### src/rtl/pipeline_hazard_ctrl.sv
// pipeline_hazard_ctrl: stall, flush, E-stage forwarding and perf counters for the 5-stage core
module pipeline_hazard_ctrl #(
  parameter int REG_ADDR_WIDTH = 5,
  parameter int FORWARDING = 1,
  parameter int CNT_WIDTH = 32
) (
  input  logic                      clk,
  input  logic                      reset,
  input  logic                      fetch_valid_f,
  input  logic [REG_ADDR_WIDTH-1:0] rs1_d,
  input  logic [REG_ADDR_WIDTH-1:0] rs2_d,
  input  logic                      use_rs1_d,
  input  logic                      use_rs2_d,
  input  logic [REG_ADDR_WIDTH-1:0] rd_d,
  input  logic                      regwrite_d,
  input  logic                      load_d,
  input  logic                      redirect_e,
  output logic                      stall_f,
  output logic                      stall_d,
  output logic                      flush_d,
  output logic                      flush_e,
  output logic [1:0]                fwd_a_e,
  output logic [1:0]                fwd_b_e,
  output logic                      valid_e,
  output logic                      valid_m,
  output logic                      valid_w,
  output logic                      retire_w,
  output logic [CNT_WIDTH-1:0]      stall_cnt,
  output logic [CNT_WIDTH-1:0]      flush_cnt,
  output logic [CNT_WIDTH-1:0]      retire_cnt
);
  typedef logic [REG_ADDR_WIDTH-1:0] reg_addr_t;
  typedef struct packed {
    logic      valid;
    reg_addr_t rd;
    logic      regwrite;
  } dst_t;
  typedef struct packed {
    dst_t      dst;
    logic      load;
    reg_addr_t rs1;
    reg_addr_t rs2;
    logic      use_rs1;
    logic      use_rs2;
  } ex_t;
  logic valid_d_q;
  ex_t  e_q;
  dst_t m_q, w_q;
  logic load_use, raw_em, hazard, redir, fwd_en;
  function automatic logic hits(dst_t s, reg_addr_t r);
    return s.valid & s.regwrite & (s.rd == r) & (r != '0);
  endfunction
  always_comb begin
    load_use = e_q.load & ((use_rs1_d & hits(e_q.dst, rs1_d)) | (use_rs2_d & hits(e_q.dst, rs2_d)));
    raw_em = (use_rs1_d & (hits(e_q.dst, rs1_d) | hits(m_q, rs1_d)))
           | (use_rs2_d & (hits(e_q.dst, rs2_d) | hits(m_q, rs2_d)));
    hazard = ~reset & valid_d_q & (FORWARDING != 0 ? load_use : raw_em);
    redir = ~reset & redirect_e & e_q.dst.valid;
    fwd_en = ~reset & (FORWARDING != 0);
  end
  assign flush_d = redir;
  assign flush_e = redir | hazard;
  assign stall_d = hazard & ~redir;
  assign stall_f = stall_d;
  assign fwd_a_e = fwd_en & e_q.use_rs1 & hits(m_q, e_q.rs1) ? 2'b10
                 : fwd_en & e_q.use_rs1 & hits(w_q, e_q.rs1) ? 2'b01 : 2'b00;
  assign fwd_b_e = fwd_en & e_q.use_rs2 & hits(m_q, e_q.rs2) ? 2'b10
                 : fwd_en & e_q.use_rs2 & hits(w_q, e_q.rs2) ? 2'b01 : 2'b00;
  assign valid_e = e_q.dst.valid;
  assign valid_m = m_q.valid;
  assign valid_w = w_q.valid;
  assign retire_w = ~reset & w_q.valid;
  always_ff @(posedge clk) begin
    if (reset) begin
      valid_d_q <= 1'b0;
      e_q <= '0;
      m_q <= '0;
      w_q <= '0;
      stall_cnt <= '0;
      flush_cnt <= '0;
      retire_cnt <= '0;
    end else begin
      valid_d_q <= redir ? 1'b0 : stall_d ? valid_d_q : fetch_valid_f;
      e_q <= flush_e ? '0 : {valid_d_q, rd_d, regwrite_d, load_d, rs1_d, rs2_d, use_rs1_d, use_rs2_d};
      m_q <= e_q.dst;
      w_q <= m_q;
      stall_cnt <= stall_cnt + CNT_WIDTH'(stall_d & ~&stall_cnt);
      flush_cnt <= flush_cnt + CNT_WIDTH'(redir & ~&flush_cnt);
      retire_cnt <= retire_cnt + CNT_WIDTH'(retire_w & ~&retire_cnt);
    end
  end
endmodule

### config.mk
export PLATFORM = sky130hd
export DESIGN_NAME = pipeline_hazard_ctrl
export DESIGN_NICKNAME = d
export VERILOG_FILES = /design/src/rtl/pipeline_hazard_ctrl.sv
export SDC_FILE = /design/constraint.sdc
export NUM_CORES = 1
export LEC_CHECK = 0
export CORE_MARGIN = 4
export CORE_UTILIZATION = 25
export CTS_CLUSTER_SIZE = 28
export DETAILED_ROUTE_END_ITERATION = 16
export HOLD_SLACK_MARGIN = 0.15
export PLACE_DENSITY = 0.43
export SLEW_MARGIN = 5
export SYNTH_ARGS = -nofsm -noshare
export SYNTH_HDL_FRONTEND = slang
export SYNTH_SLANG_ARGS = --single-unit
### constraint.sdc
create_clock -name clk -period 5.65 [get_ports clk]
set_input_delay 1.695 -clock clk [delete_from_list [all_inputs] [get_ports clk]]
set_output_delay 1.695 -clock clk [all_outputs]
set_load 0.005 [all_outputs]
---- After elaboration in Yosys (flattened, before gate mapping) ----
Index checks and enable logic that the tools add are counted.
cells by class
  multipliers ............................. 0
  muxes and demuxes ....................... 4
  $add $sub $neg .......................... 3
  reduce and logical (&&, ||, !) cells .... 12
  shift operators ......................... 0
  div/mod/pow operators ................... 0
  eq/ne operators ......................... 6
  bitwise operators ....................... 37
  $lt $le $gt $ge ......................... 0
operators with widths
  cell               number
  $add 32x1->32      3
  $reduce_and 32->1  3
  $and 1x1->1        33
  $eq 5x5->1         6
  $reduce_bool 5->1  4
  $mux 2             2
  $reduce_or 2->1    2
  $logic_not 1->1    3
  $mux 1             2
  $not 1->1          2
  $or 1x1->1         2
word-level totals
  word-level logic and storage cells ...... 80
  output and inout port bits .............. 108
  memories kept ........................... 0
  RAM bits ................................ 0
  latch bits .............................. 0
  bits in registers ....................... 131
  ROM bits ................................ 0
  input port bits ......................... 23

---- Longest topological paths before layout ----
Gate-level depths: netlist of the first run.
  word-level depth ........................ 10
  depth in mapped cells ................... 13
  gate-level depth less buffers ........... 12

---- Least setup slack after synthesis of the first run ----
Ideal clock, no wire load.
  path kind ............................... input-to-output
  from .................................... in rs2_d[0]
  to ...................................... out stall_f
  buffers on the path ..................... 1
  stages on the path ...................... 6
  arrival time ............................ 2.877 ns
  required time ........................... 3.955 ns
  path slack .............................. 1.078 ns
  path through ............................ or4_1 -> a21oi_1 -> nor3_1 -> o21ai_1 -> nor2_1 -> buf_4
on the way
  cells in the longest elaborated chain, start to end .. 8
  elaborated cells on any way between the ends .. 9
  those cells by class .................... 1 x eq/ne; 7 x bitwise; 1 x reduce/logical
ends and longest elaborated chain
  what             line  text
  start, declared  11    input logic [REG_ADDR_WIDTH-1:0] rs2_d,
  $eq 5x5->1       n/a
  $and 1x1->1      n/a
  $and 1x1->1 (*)  n/a
  $and 1x1->1 (*)  54    load_use = e_q.load & ((use_rs1_d & hits(e_q.dst, rs1_d)) | (use_rs2_d & hits(e_q.dst, rs2_d)));
  $or 1x1->1 (*)   54
  $and 1x1->1 (*)  54
  $and 1x1->1 (*)  57    hazard = ~reset & valid_d_q & (FORWARDING != 0 ? load_use : raw_em);
  $and 1x1->1 (*)  63    assign stall_d = hazard & ~redir;
  end, declared    18    output logic stall_f,
Every way passes the cells marked *; elsewhere a longest branch is shown, timed or not.

---- Worst setup path after layout of the first run ----
  from .................................... in rs2_d[0]
  to ...................................... out flush_e
on the way
  cells in the longest elaborated chain, start to end .. 8
  elaborated cells on any way between the ends .. 9
  those cells by class .................... 1 x eq/ne; 7 x bitwise; 1 x reduce/logical
ends and longest elaborated chain
  what             line  text
  $eq 5x5->1       n/a
  $and 1x1->1      n/a
  $and 1x1->1 (*)  n/a
  $and 1x1->1 (*)  54
  $or 1x1->1 (*)   54
  $and 1x1->1 (*)  54
  $and 1x1->1 (*)  57
  $or 1x1->1 (*)   62    assign flush_e = redir | hazard;
  end, declared    21    output logic flush_e,
Marked as above.

==> results.md, run 1 <==
Logic synthesis:
- Summed over all instances, the cell type with the most area after synthesis is dfxtp_1.
- The synthesized netlist net count is 677.
- The share of flip-flops with an asynchronous set or reset after synthesis is 0%.
- In the post-synthesis netlist, the cell with the most instances is dfxtp_1.
- The number of cells produced by synthesis is 648.
- Yosys mapped a number of flops with a built-in enable equal to 0.
- The number of warnings printed during yosys synthesis is 0.
- The flip-flop and latch count after synthesis is 131.
- Each instance of the synthesized netlist takes up on average around 8.9 um^2.
- The total standard cell area after synthesis is approximately 5800 um^2.
- The sequential element share of the synthesized area is 45.4%.
- The dominant register cell in the synthesized netlist is dfxtp_1.
- The area share of the largest cell type after synthesis is 45.4%.
- By count the netlist is led by 131 x dfxtp_1, 82 x nor2_1, 80 x xnor2_1.
- Synthesis instantiated 37 different standard cells from the library.
- Ranked by total cell area, the synthesized netlist is headed by dfxtp_1 45%, xnor2_1 12%, nor2_1 5.3%, nand3_1 3.3%, xor2_1 3.2%.

CTS:
- The number of levels in the clock H-tree is 4.
- The post-cts hold buffer count is 0.
- The count of clock tree sinks is approximately 130.
- The cell at the root of the clock tree is clkbuf_16.
- In this run the post-CTS setup repair buffer count came out at 0.
- Clock-pin slew was measured on the worst setup and hold paths at ~0.06 ns.
- Counting the buffers created by CTS gives 17.
- The clock latency of the later-clocked register in the worst-skew pair is between 0.4 and 0.5 ns.
- TritonCTS built the clock tree.
- The number of buffers on the longest clock path is 2.

Timing:
- The total count of max-transition violations in the final report is 0.
- The achievable frequency is around 180 MHz.
- Setup repair after global routing left no endpoint under its margin.
- Headroom to the max-slew limit came out at 52.8%.
- Setup violations remaining at the end of the flow were counted as 0.
- The final hold violation count came to 0.
- The part of the cycle the worst path needs is between 90 and 100%.
- For the final routed database, the setup TNS stands at 0 ns.
- For the pin with the worst max-slew slack, the measured transition is 0.708 ns.
- Final hold analysis gives a worst-case slack of 0.484 ns.
- The setup clock skew after layout is 0.00923 ns.
- The routed design could run at a clock period as short as 5.49 ns.

Layout:
- At the end of the flow, the number of nets in the layout was 808.
- The share of cells above drive strength 1 is 6.06%.
- Once layout is complete, the utilization of the core stands at about a third.
- From synthesis to final layout, the design area changed by 37.9%.
- Fill cells in the final layout number 2,343.
- After the flow finishes, the layout carries non-filler instances totaling 1,077.
- The count of antenna diodes in the layout is 0.

Pwr:
- The peak ir drop on the vdd network is 0.000144 V.
- The leakage power is 0.00261 uW.
- The total power divided by cell area is between 200 and 300 nW/um^2.
- Total power for the finished layout comes to 2140 uW.

Global routing:
- The total global routing track utilization is between 10% and 20%.
- Entering global routing, the biggest net connects 65 pins.
- The via count of the first global-routing pass is 4,858.
- The first global-routing pass estimated 25.8 mm of wire.
- The total congestion overflow is 0.
- The initial antenna violation count came to 0.

Setup path:
- The reg-to-reg setup timing slack is approximately 2.1 ns.
- For the worst setup path, the data arrival time is roughly 3.8 ns.
- Of all nets on the critical path, the largest fanout is 3.
- The category of the critical setup timing path is in2out.
- The worst endpoint required time is 3.95 ns.
- The slowest cell on the critical path is or4_1.
- The worst setup path is launched from an input port.
- The path depth of the worst reg2reg path is 11.
- The most common cell type on the critical path is clkdlybuf4s50_1.
- Traced cell by cell, the critical path runs through clkdlybuf4s50_1 -> or4_1 -> a21oi_1 -> nor3_1 -> o21ai_1 -> o21ai_0 -> clkdlybuf4s50_1.
- On the worst path, the slowest cell contributes a delay of around 0.56 ns.
- STA classifies the critical path endpoint as a primary output.

Floorplanning:
- In this run the vertical extent of the chip is 160 um.
- The I/O pin total is 131.
- The die covers 25,600 um^2.
- In this run the horizontal extent of the chip is 160 um.
- The floorplan has 55 rows.
- The total core area is roughly 23,000 um^2.
- For this configuration, the core starts out at a cell density of 25.4%.

Placement:
- The number of placed instances, taps included, is 1,045.
- After legalization and detailed placement, the total HPWL measured roughly 11 mm.
- Buffers placed on the I/O ports in this run total 130.
- Routability-driven placement finished with a final weighted congestion of 0.801.

Drt:
- The count of nets left with antenna violations once routing finished came out at 0.
- The per-cell via count in the routed design is 4.53.
- The average wire length per cell after detail routing is 14.3 um.
- The detailed router used layers up to and including met4.
- For this block, wires on met1 add up to 7.28 mm.
- The iteration-0 DRC count of the detailed router is between 150 and 200.
- The first detailed-routing pass took 4 iterations.
- The final route contains roughly 5k vias.
- The routed design uses a little over 7 mm of met2 wire.
- The detailed route wirelength on metal3 is 785 um.
- For this run, design rule violations remaining after detail routing come to 0.
- The detailed-route wire length is 15.4 mm.

Hold path:
- The instance count along the most critical hold path is 1.
- The worst min-delay path category is reg2reg.

Outcome:
- The run finished with clean final reports.

Run:
- The max-capacitance violation count is 0.
## metrics by stage
| stage | cell area, um^2 | setup WS, ns |
|---|---|---|
| 2_1_floorplan | 5780 | 1.08 |
| 3_3_place_gp | 7370 | 0.156 |
| 3_5_place_dp | 7370 | 0.155 |
| 4_1_cts | 7970 | 0.141 |
| 5_1_grt | 7970 | 0.00661 |
| 6_report | 7970 | 0.159 |
## sequential cells by signal, indices dropped and copies added, names as in the netlist
register and flops:
e_q 19, valid_e 1, m_q 6, retire_cnt 32, valid_d_q 1, stall_cnt 32
flush_cnt 32, valid_w 1, valid_m 1, w_q 6
## routing by layer
layer / global-route usage (%) / vias to the layer above
met5: 0 / -
met4: 4.34 / 0
met1: 15.8 / 2273
met2: 19.5 / 102
met3: 3.77 / 17
li1: - / 2491
## final timing paths
kind | startpoint | end
worst max-delay path | rs2_d[0] | flush_e
worst min-delay path | m_q[0]$_SDFF_PP0_ | w_q[0]$_SDFF_PP0_
worst max register to register | retire_cnt[8]$_SDFF_PP0_ | retire_cnt[28]$_SDFF_PP0_
worst min register to register | m_q[0]$_SDFF_PP0_ | w_q[0]$_SDFF_PP0_
## cell type report
cell class,count,area (um^2),area share [%]
Timing Repair Buffer,135,1340,16.8
Clock buffer,17,425,5.34
Inverter,13,48.8,0.613
Clock inverter,15,173,2.17
Multi-Input combinational cell,481,3000,37.7
Sequential cell,131,2620,32.9
Tap cell,285,357,4.48
## what timing repair did
item | in CTS | in global routing
endpoints found under the setup margin | 0 | 1
endpoints found under the hold margin | 0 | 0
resized for setup | 0 | 0
## logic make-up (layout without fill, tap and decap cells)
kind of cell	Yosys count	count (layout)	synth area share [%]
AO/OA/AOI/OAI	50	50	5.02
XOR/XNOR	101	101	15.3
adder cells (fa/ha/maj)	6	6	1.30
buffers and inverters	36	180	2.60
flip-flops	131	131	45.4
AND/OR/NAND/NOR	324	324	30.4
## cells in the final DEF, fill, tap and decap left out, types with 3 or more instances in the layout
cell type	count
nand4_1	19
nor3_1	29
and2_1	22
clkinv_4	4
nand2_1	39
buf_4	6
a21oi_1	19
o21ai_0	21
dfxtp_1	131
xor2_1	21
and4_1	13
nand4_2	3
ha_1	6
nor4_1	16
clkbuf_16	17
nor2_1	82
inv_1	13
or4_1	3
nor4_2	3
xnor2_1	80
clkdlybuf4s50_1	129
or3_1	19
nand3_1	38
nor2b_1	23
inv_6	4
and3_1	11
## power by group
group          switching [uW]  internal [uW]  leakage (uW)
Combinational            33.9           37.8       0.00126
Sequential               12.4            936       0.00106
Clock                     462            663      0.000289
Total                     508           1640       0.00261
## critical path: cells and delay by family
family          cells  cell delay [ns]
simple gates        2             0.66
buf+inv             2             0.92
compound gates      3             0.53
(Power assumes the default switching activity.)
==> inputs of run 2 (changes only) <==
- TNS_END_PERCENT: not set -> 1
==> results of run 2 <==
The final DEF is identical to that of run 1; final timing and power are the same.
